File: config.mk
export PLATFORM = sky130hd
export DESIGN_NAME = ps2_move_decoder_flat
export DESIGN_NICKNAME = d
export VERILOG_FILES = /design/src/rtl/ps2_move_if.sv /design/src/rtl/ps2_move_decoder.sv /design/src/flat_wrapper.sv
export SDC_FILE = /design/constraint.sdc
export NUM_CORES = 1
export LEC_CHECK = 0
export ABC_AREA = 1
export CORE_MARGIN = 2
export CORE_UTILIZATION = 62
export DETAILED_ROUTE_END_ITERATION = 12
export PLACE_DENSITY = 0.83
export SLEW_MARGIN = 20
export SYNTH_ARGS = -nofsm -noshare
export SYNTH_HDL_FRONTEND = slang
export SYNTH_SLANG_ARGS = --single-unit
File: constraint.sdc
create_clock -name clk -period 3.5 [get_ports clk]
set_input_delay 0.7 -clock clk [delete_from_list [all_inputs] [get_ports clk]]
set_output_delay 0.7 -clock clk [all_outputs]
set_load 0.02 [all_outputs]
File: src/rtl/ps2_move_if.sv
// Bundle of the PS/2 pins and the decoded byte/move outputs of ps2_move_decoder.
// The slave modport is the decoder, and the master modport is the keyboard or pin driver side.
interface ps2_move_if;
    logic       ps2_clk;
    logic       ps2_data;
    logic [2:0] move;
    logic       byte_valid;
    logic [7:0] byte_data;
    logic       frame_err;

    modport master (
        output ps2_clk, ps2_data,
        input  move, byte_valid, byte_data, frame_err
    );

    modport slave (
        input  ps2_clk, ps2_data,
        output move, byte_valid, byte_data, frame_err
    );
endinterface

File: src/rtl/ps2_move_decoder.sv
// PS/2 keyboard frame receiver with E0/F0 prefix decoding and typematic-repeat suppression.
// Emits one-cycle game move codes on bus.move.
module ps2_move_decoder #(
    parameter int unsigned TIMEOUT_CYC = 200000
) (
    input  logic        clk,
    input  logic        rst,
    ps2_move_if.slave   bus
);
    localparam int unsigned TW = $clog2(TIMEOUT_CYC + 1);

    localparam logic [1:0] S_IDLE   = 2'd0;
    localparam logic [1:0] S_DATA   = 2'd1;
    localparam logic [1:0] S_PARITY = 2'd2;
    localparam logic [1:0] S_STOP   = 2'd3;

    function automatic logic odd_parity_ok(input logic [7:0] d, input logic p);
        return ^{d, p};
    endfunction

    function automatic logic [2:0] map_key(input logic [7:0] b, input logic ext);
        case ({ext, b})
            9'h01D:  return 3'd1;
            9'h01B:  return 3'd2;
            9'h01C:  return 3'd3;
            9'h023:  return 3'd4;
            9'h05A:  return 3'd5;
            9'h02D:  return 3'd6;
            9'h175:  return 3'd1;
            9'h172:  return 3'd2;
            9'h16B:  return 3'd3;
            9'h174:  return 3'd4;
            default: return 3'd0;
        endcase
    endfunction

    logic          kclk_s1_q, kclk_s2_q, kclk_prev_q, kdat_s1_q, kdat_s2_q;
    logic          edge_s;
    logic [1:0]    state_q, state_d;
    logic [2:0]    bitcnt_q, bitcnt_d;
    logic [7:0]    shift_q, shift_d;
    logic          par_q, par_d;
    logic [TW-1:0] tmo_q, tmo_d;
    logic          byte_valid_q, byte_valid_d, frame_err_q, frame_err_d;
    logic [7:0]    byte_data_q, byte_data_d;
    logic [2:0]    move_q, move_d, held_q, held_d, code_s;
    logic          brk_q, brk_d, ext_q, ext_d;

    // Two-flop synchronizers; lines reset high (PS/2 idle) so reset release never looks like an edge.
    always_ff @(posedge clk or posedge rst) begin
        if (rst) begin
            kclk_s1_q   <= 1'b1;
            kclk_s2_q   <= 1'b1;
            kclk_prev_q <= 1'b1;
            kdat_s1_q   <= 1'b1;
            kdat_s2_q   <= 1'b1;
        end else begin
            kclk_s1_q   <= bus.ps2_clk;
            kclk_s2_q   <= kclk_s1_q;
            kclk_prev_q <= kclk_s2_q;
            kdat_s1_q   <= bus.ps2_data;
            kdat_s2_q   <= kdat_s1_q;
        end
    end

    assign edge_s = kclk_prev_q & ~kclk_s2_q;

    // Frame FSM: start/data/parity/stop with an inter-edge timeout.
    always_comb begin
        state_d      = state_q;
        bitcnt_d     = bitcnt_q;
        shift_d      = shift_q;
        par_d        = par_q;
        byte_valid_d = 1'b0;
        frame_err_d  = 1'b0;
        byte_data_d  = byte_data_q;
        if (state_q == S_IDLE || edge_s) begin
            tmo_d = '0;
        end else begin
            tmo_d = tmo_q + TW'(1);
        end
        case (state_q)
            S_IDLE: begin
                if (edge_s && !kdat_s2_q) begin
                    state_d  = S_DATA;
                    bitcnt_d = 3'd0;
                end else begin
                    state_d = S_IDLE;
                end
            end
            S_DATA: begin
                if (edge_s) begin
                    shift_d = {kdat_s2_q, shift_q[7:1]};
                    if (bitcnt_q == 3'd7) begin
                        state_d = S_PARITY;
                    end else begin
                        bitcnt_d = bitcnt_q + 3'd1;
                    end
                end else begin
                    state_d = S_DATA;
                end
            end
            S_PARITY: begin
                if (edge_s) begin
                    par_d   = kdat_s2_q;
                    state_d = S_STOP;
                end else begin
                    state_d = S_PARITY;
                end
            end
            S_STOP: begin
                if (edge_s) begin
                    state_d = S_IDLE;
                    if (kdat_s2_q && odd_parity_ok(shift_q, par_q)) begin
                        byte_valid_d = 1'b1;
                        byte_data_d  = shift_q;
                    end else begin
                        frame_err_d = 1'b1;
                    end
                end else begin
                    state_d = S_STOP;
                end
            end
            default: state_d = S_IDLE;
        endcase
        if (state_q != S_IDLE && !edge_s && tmo_q == TW'(TIMEOUT_CYC)) begin
            state_d     = S_IDLE;
            frame_err_d = 1'b1;
            tmo_d       = '0;
        end else begin
            tmo_d = tmo_d;
        end
    end

    // Frame FSM and byte output registers.
    always_ff @(posedge clk or posedge rst) begin
        if (rst) begin
            state_q      <= S_IDLE;
            bitcnt_q     <= 3'd0;
            shift_q      <= 8'h00;
            par_q        <= 1'b0;
            tmo_q        <= '0;
            byte_valid_q <= 1'b0;
            frame_err_q  <= 1'b0;
            byte_data_q  <= 8'h00;
        end else begin
            state_q      <= state_d;
            bitcnt_q     <= bitcnt_d;
            shift_q      <= shift_d;
            par_q        <= par_d;
            tmo_q        <= tmo_d;
            byte_valid_q <= byte_valid_d;
            frame_err_q  <= frame_err_d;
            byte_data_q  <= byte_data_d;
        end
    end

    assign code_s = map_key(byte_data_q, ext_q);

    // Prefix tracking and held-key repeat suppression; acts one cycle after byte_valid.
    always_comb begin
        move_d = 3'd0;
        held_d = held_q;
        brk_d  = brk_q;
        ext_d  = ext_q;
        if (frame_err_q) begin
            brk_d = 1'b0;
            ext_d = 1'b0;
        end else if (byte_valid_q) begin
            if (byte_data_q == 8'hF0) begin
                brk_d = 1'b1;
            end else if (byte_data_q == 8'hE0) begin
                ext_d = 1'b1;
            end else begin
                brk_d = 1'b0;
                ext_d = 1'b0;
                if (brk_q) begin
                    if (code_s == held_q) begin
                        held_d = 3'd0;
                    end else begin
                        held_d = held_q;
                    end
                end else if (code_s != 3'd0 && code_s != held_q) begin
                    move_d = code_s;
                    held_d = code_s;
                end else begin
                    held_d = held_q;
                end
            end
        end else begin
            move_d = 3'd0;
        end
    end

    // Decoder state and move output registers.
    always_ff @(posedge clk or posedge rst) begin
        if (rst) begin
            move_q <= 3'd0;
            held_q <= 3'd0;
            brk_q  <= 1'b0;
            ext_q  <= 1'b0;
        end else begin
            move_q <= move_d;
            held_q <= held_d;
            brk_q  <= brk_d;
            ext_q  <= ext_d;
        end
    end

    assign bus.move       = move_q;
    assign bus.byte_valid = byte_valid_q;
    assign bus.byte_data  = byte_data_q;
    assign bus.frame_err  = frame_err_q;
endmodule

File: src/flat_wrapper.sv
// flat-port wrapper written by rule: the top's interface ports become plain ports
module ps2_move_decoder_flat 
#(
    parameter int unsigned TIMEOUT_CYC = 200000
)
  (clk, rst, bus_ps2_clk, bus_ps2_data, bus_move, bus_byte_valid, bus_byte_data, bus_frame_err);
  ps2_move_if bus_i ();
  input  logic clk;
  input  logic rst;
  input wire logic [$bits(bus_i.ps2_clk)-1:0] bus_ps2_clk;
  input wire logic [$bits(bus_i.ps2_data)-1:0] bus_ps2_data;
  output wire logic [$bits(bus_i.move)-1:0] bus_move;
  output wire logic [$bits(bus_i.byte_valid)-1:0] bus_byte_valid;
  output wire logic [$bits(bus_i.byte_data)-1:0] bus_byte_data;
  output wire logic [$bits(bus_i.frame_err)-1:0] bus_frame_err;
  assign bus_i.ps2_clk = bus_ps2_clk;
  assign bus_i.ps2_data = bus_ps2_data;
  assign bus_move = bus_i.move;
  assign bus_byte_valid = bus_i.byte_valid;
  assign bus_byte_data = bus_i.byte_data;
  assign bus_frame_err = bus_i.frame_err;
  ps2_move_decoder #(.TIMEOUT_CYC(TIMEOUT_CYC)) u_core (.clk(clk), .rst(rst), .bus(bus_i));
endmodule
==> reports/metrics.cfg <==
[global_route]
use_met2_pct=38.7
grt_max_degree=28
grt_use_total_pct=22.8
grtUsageMet3_pct=4.13
grt_pass1_vias=2143
antenna_found_initial=0
use_met1_pct=28.9
gr-total-overflow=0
grt-busiest-layer=met2
grt_pass1_wl_um=9060

[timing]
period_share_pct=60.9
fin_worst_skew_ns=0.00677
final.setup.tns_ns=0
drv_slew=0
hold_viol=0
period_minus_slack_ns=2.13
hold_ws_ns=0.360
worst_pin_slew_ns=0.851
fmax_mhz=469
grt_setup_unrepaired=no
setup_viol=0
maxSlewHeadroom_pct=43.1

[logic_synthesis]
ys_seq_area_share_pct=49.7
synth_cell_types=31
synth_top_area_share_pct=45.0
syn_avg_cell_area_sq_um=7.97
yosysTopAreaCell=dfrtp_1
synthesis.nets=357
ys_top_cells_by_area=dfrtp_1 45%, nand2_1 9.4%, nor2_1 6.9%, inv_1 6.7%, dfstp_2 4.7%
synth-seq-cells=55
ys_warn_count=0
synth_cells=349
syn_area_sq_um=2780

[worst_setup_path]
start_kind=register
critical_path_class=reg -> reg
regToRegSetupSlack_ns=1.37
cp.required_ns=3.74
r2r_end=u_core.state_q[1]$_DFFE_PP0P_
slowest_delay_ns=0.65
path_cells=inv_1 > nor2_1 > inv_2 > nor2_1 > inv_1 > nor2_1 > o21ai_0 > nor2_1
critPathSlowestCell=nor2_1
reg2reg_depth=8
r2r-start=u_core.kclk_prev_q$_DFF_PP1_
crit_top_cell=nor2_1
crit_cells=8
path_max_fanout=17
crit_family=simple AND/OR/NAND/NOR gates
crit_buf_inv=3
arrival_ns=2.37
endpoint_kind=register

[min_path]
hold-path-endpoint=u_core.kdat_s2_q$_DFF_PP1_
hold_depth=0
hold_path.startpoint=u_core.kdat_s1_q$_DFF_PP1_
hold_class=reg -> reg

[detailed_routing]
vias=2245
antenna_left=0
drt_iter0_drc=137
wl_um=5070
via_per_inst=5.31
drtPass1Iterations=4
wire_per_inst_um=12.0
drcViolationCount=0

[cells_and_area]
mostFrequentLayoutCell=nand2_1
final_net_count=378
diodes=0
final_area_sq_um=3120
stdcell_count=423
fillerInstances=360
area_growth_pct=12.1
drive_gt1_share_pct=7.28
final_cell_mix=70 x nand2_1, 51 x nor2_1, 50 x dfrtp_1

[place]
place.gp.congestion=0.909
io_buffers=16
dp_hpwl_um=3880
placed_area_sq_um=3000
dp_cells=415

[die]
rows=24
die_y_um=71.0
start_util_pct=64.4
dieArea_sq_um=5040
core_sq_um=4320
io_pins=17
die_w_um=71.0

[clock_tree]
clockBufferDepth=2
numCtsBuffers=5
clk_pin_slew_worst_paths_ns=0.09
cts_resized=0
clock-root-buffer=clkbuf_8
post_cts_buffers=0
cts_tree=yes
cts_sinks=55
clock_latency_ns=0.31
cts_hold_buf=0
h-tree-depth=2

[power_and_ir_drop]
max-vdd-ir-drop_mv=0.403
pwr_density_cell_nw_per_um2=611
p_leak_nw=1.46

[status]
status=finished, final reports clean

[run]
max_cap_viol_count=0

synthesized netlist by cell type:
library cell   n
buf_6          1
xnor2_1        7
nor4_2         2
nand3b_1       3
nand4_1        4
a31o_2         1
inv_2          4
inv_1         50
xor2_1         8
nor3_1        14
ha_1           4
a21oi_1       10
clkinv_1       2
nor4_1         4
clkbuf_1       3
nor3b_1        2
nor2_2         1
dfrtp_1       50
nand2_1       70
nand3_1       20
o21ai_0       14
and2_1         1
or2_1          1
o21ai_1       12
o21ai_2        1
a21oi_2        1
o21a_1         1
nor2_1        51
nand3_2        1
dfstp_2        5
a31oi_1        1
kinds of logic after synthesis:
logic type               after synthesis  synth area share (%)
AO/OA/AOI/OAI                         41                  7.91
XOR/XNOR                              15                  4.72
AND/OR/NAND/NOR                      174                  27.5
buffers and inverters                 60                  8.36
flip-flops                            55                  49.7
adder cells (fa/ha/maj)                4                  1.80
registers in the layout, indices dropped and copies added, names as in the netlist:
| register | flops |
|---|---|
| u_core.tmo_q | 18 |
| u_core.bus.byte_data | 8 |
| u_core.shift_q | 8 |
| u_core.bitcnt_q | 3 |
| u_core.bus.move | 3 |
| u_core.held_q | 3 |
| u_core.state_q | 2 |
| u_core.brk_q | 1 |
| u_core.bus.byte_valid | 1 |
| u_core.bus.frame_err | 1 |
| u_core.ext_q | 1 |
| u_core.kclk_prev_q | 1 |
| u_core.kclk_s1_q | 1 |
| u_core.kclk_s2_q | 1 |
| u_core.kdat_s1_q | 1 |
| u_core.kdat_s2_q | 1 |
| u_core.par_q | 1 |
through the flow:
stage / utilization [%] / power [mW] / setup WS (ns)
6_report: 72.1 / 1.90 / 1.37
5_1_grt: 72.1 / 2.03 / 1.06
4_1_cts: 72.1 / 1.92 / 1.34
3_5_place_dp: 69.4 / 1.49 / 1.40
3_3_place_gp: 69.4 / 1.46 / 1.50
2_1_floorplan: - / 1.32 / 1.47
worst reg2reg max path: cells and delay by family, from the launching register on:
kind                   cells  cell delay (ns)
and+or+nand+nor            4             1.17
AOI/OAI and AO/OA          1             0.21
DFF                        1             0.53
buffers and inverters      3             0.16
where the power goes:
part           leakage [nW]  switching, mW  total (mW)  internal, mW
combinational         0.668          0.367       0.615         0.247
sequential            0.732          0.113       0.861         0.748
clock                0.0612          0.197       0.428         0.232
total                  1.46          0.677        1.90          1.23
layer usage:
layer  wire (um)  vias to the layer above
met3         146                       10
met4         108                        0
met2        2510                       38
met5           0                        -
met1        2310                     1045
li1            -                     1152
how the worst max path moves through the flow:
stage	start	end	slack (ns)
final	u_core.kclk_prev_q$_DFF_PP1_	u_core.state_q[1]$_DFFE_PP0P_	1.37
after global routing	u_core.kclk_prev_q$_DFF_PP1_	u_core.state_q[1]$_DFFE_PP0P_	1.06
after CTS	u_core.kclk_prev_q$_DFF_PP1_	u_core.state_q[1]$_DFFE_PP0P_	1.34
after detailed placement	u_core.kclk_prev_q$_DFF_PP1_	u_core.state_q[1]$_DFFE_PP0P_	1.40
after global placement	u_core.kclk_prev_q$_DFF_PP1_	u_core.state_q[1]$_DFFE_PP0P_	1.50
after floorplan	rst	u_core.bitcnt_q[0]$_DFFE_PP0P_	1.47
cell type report:
| class | count | area, sq um | area share (%) |
|---|---|---|---|
| flip-flops and latches | 55 | 1380 | 44.3 |
| multi-input cells | 234 | 1170 | 37.4 |
| inverters | 56 | 210 | 6.74 |
| repair buffers | 18 | 175 | 5.62 |
| clock buffers | 6 | 82.6 | 2.65 |
| well taps | 52 | 65.1 | 2.09 |
| clock inverters | 2 | 35.0 | 1.12 |
Note: power is estimated with default switching activity, not from simulation.
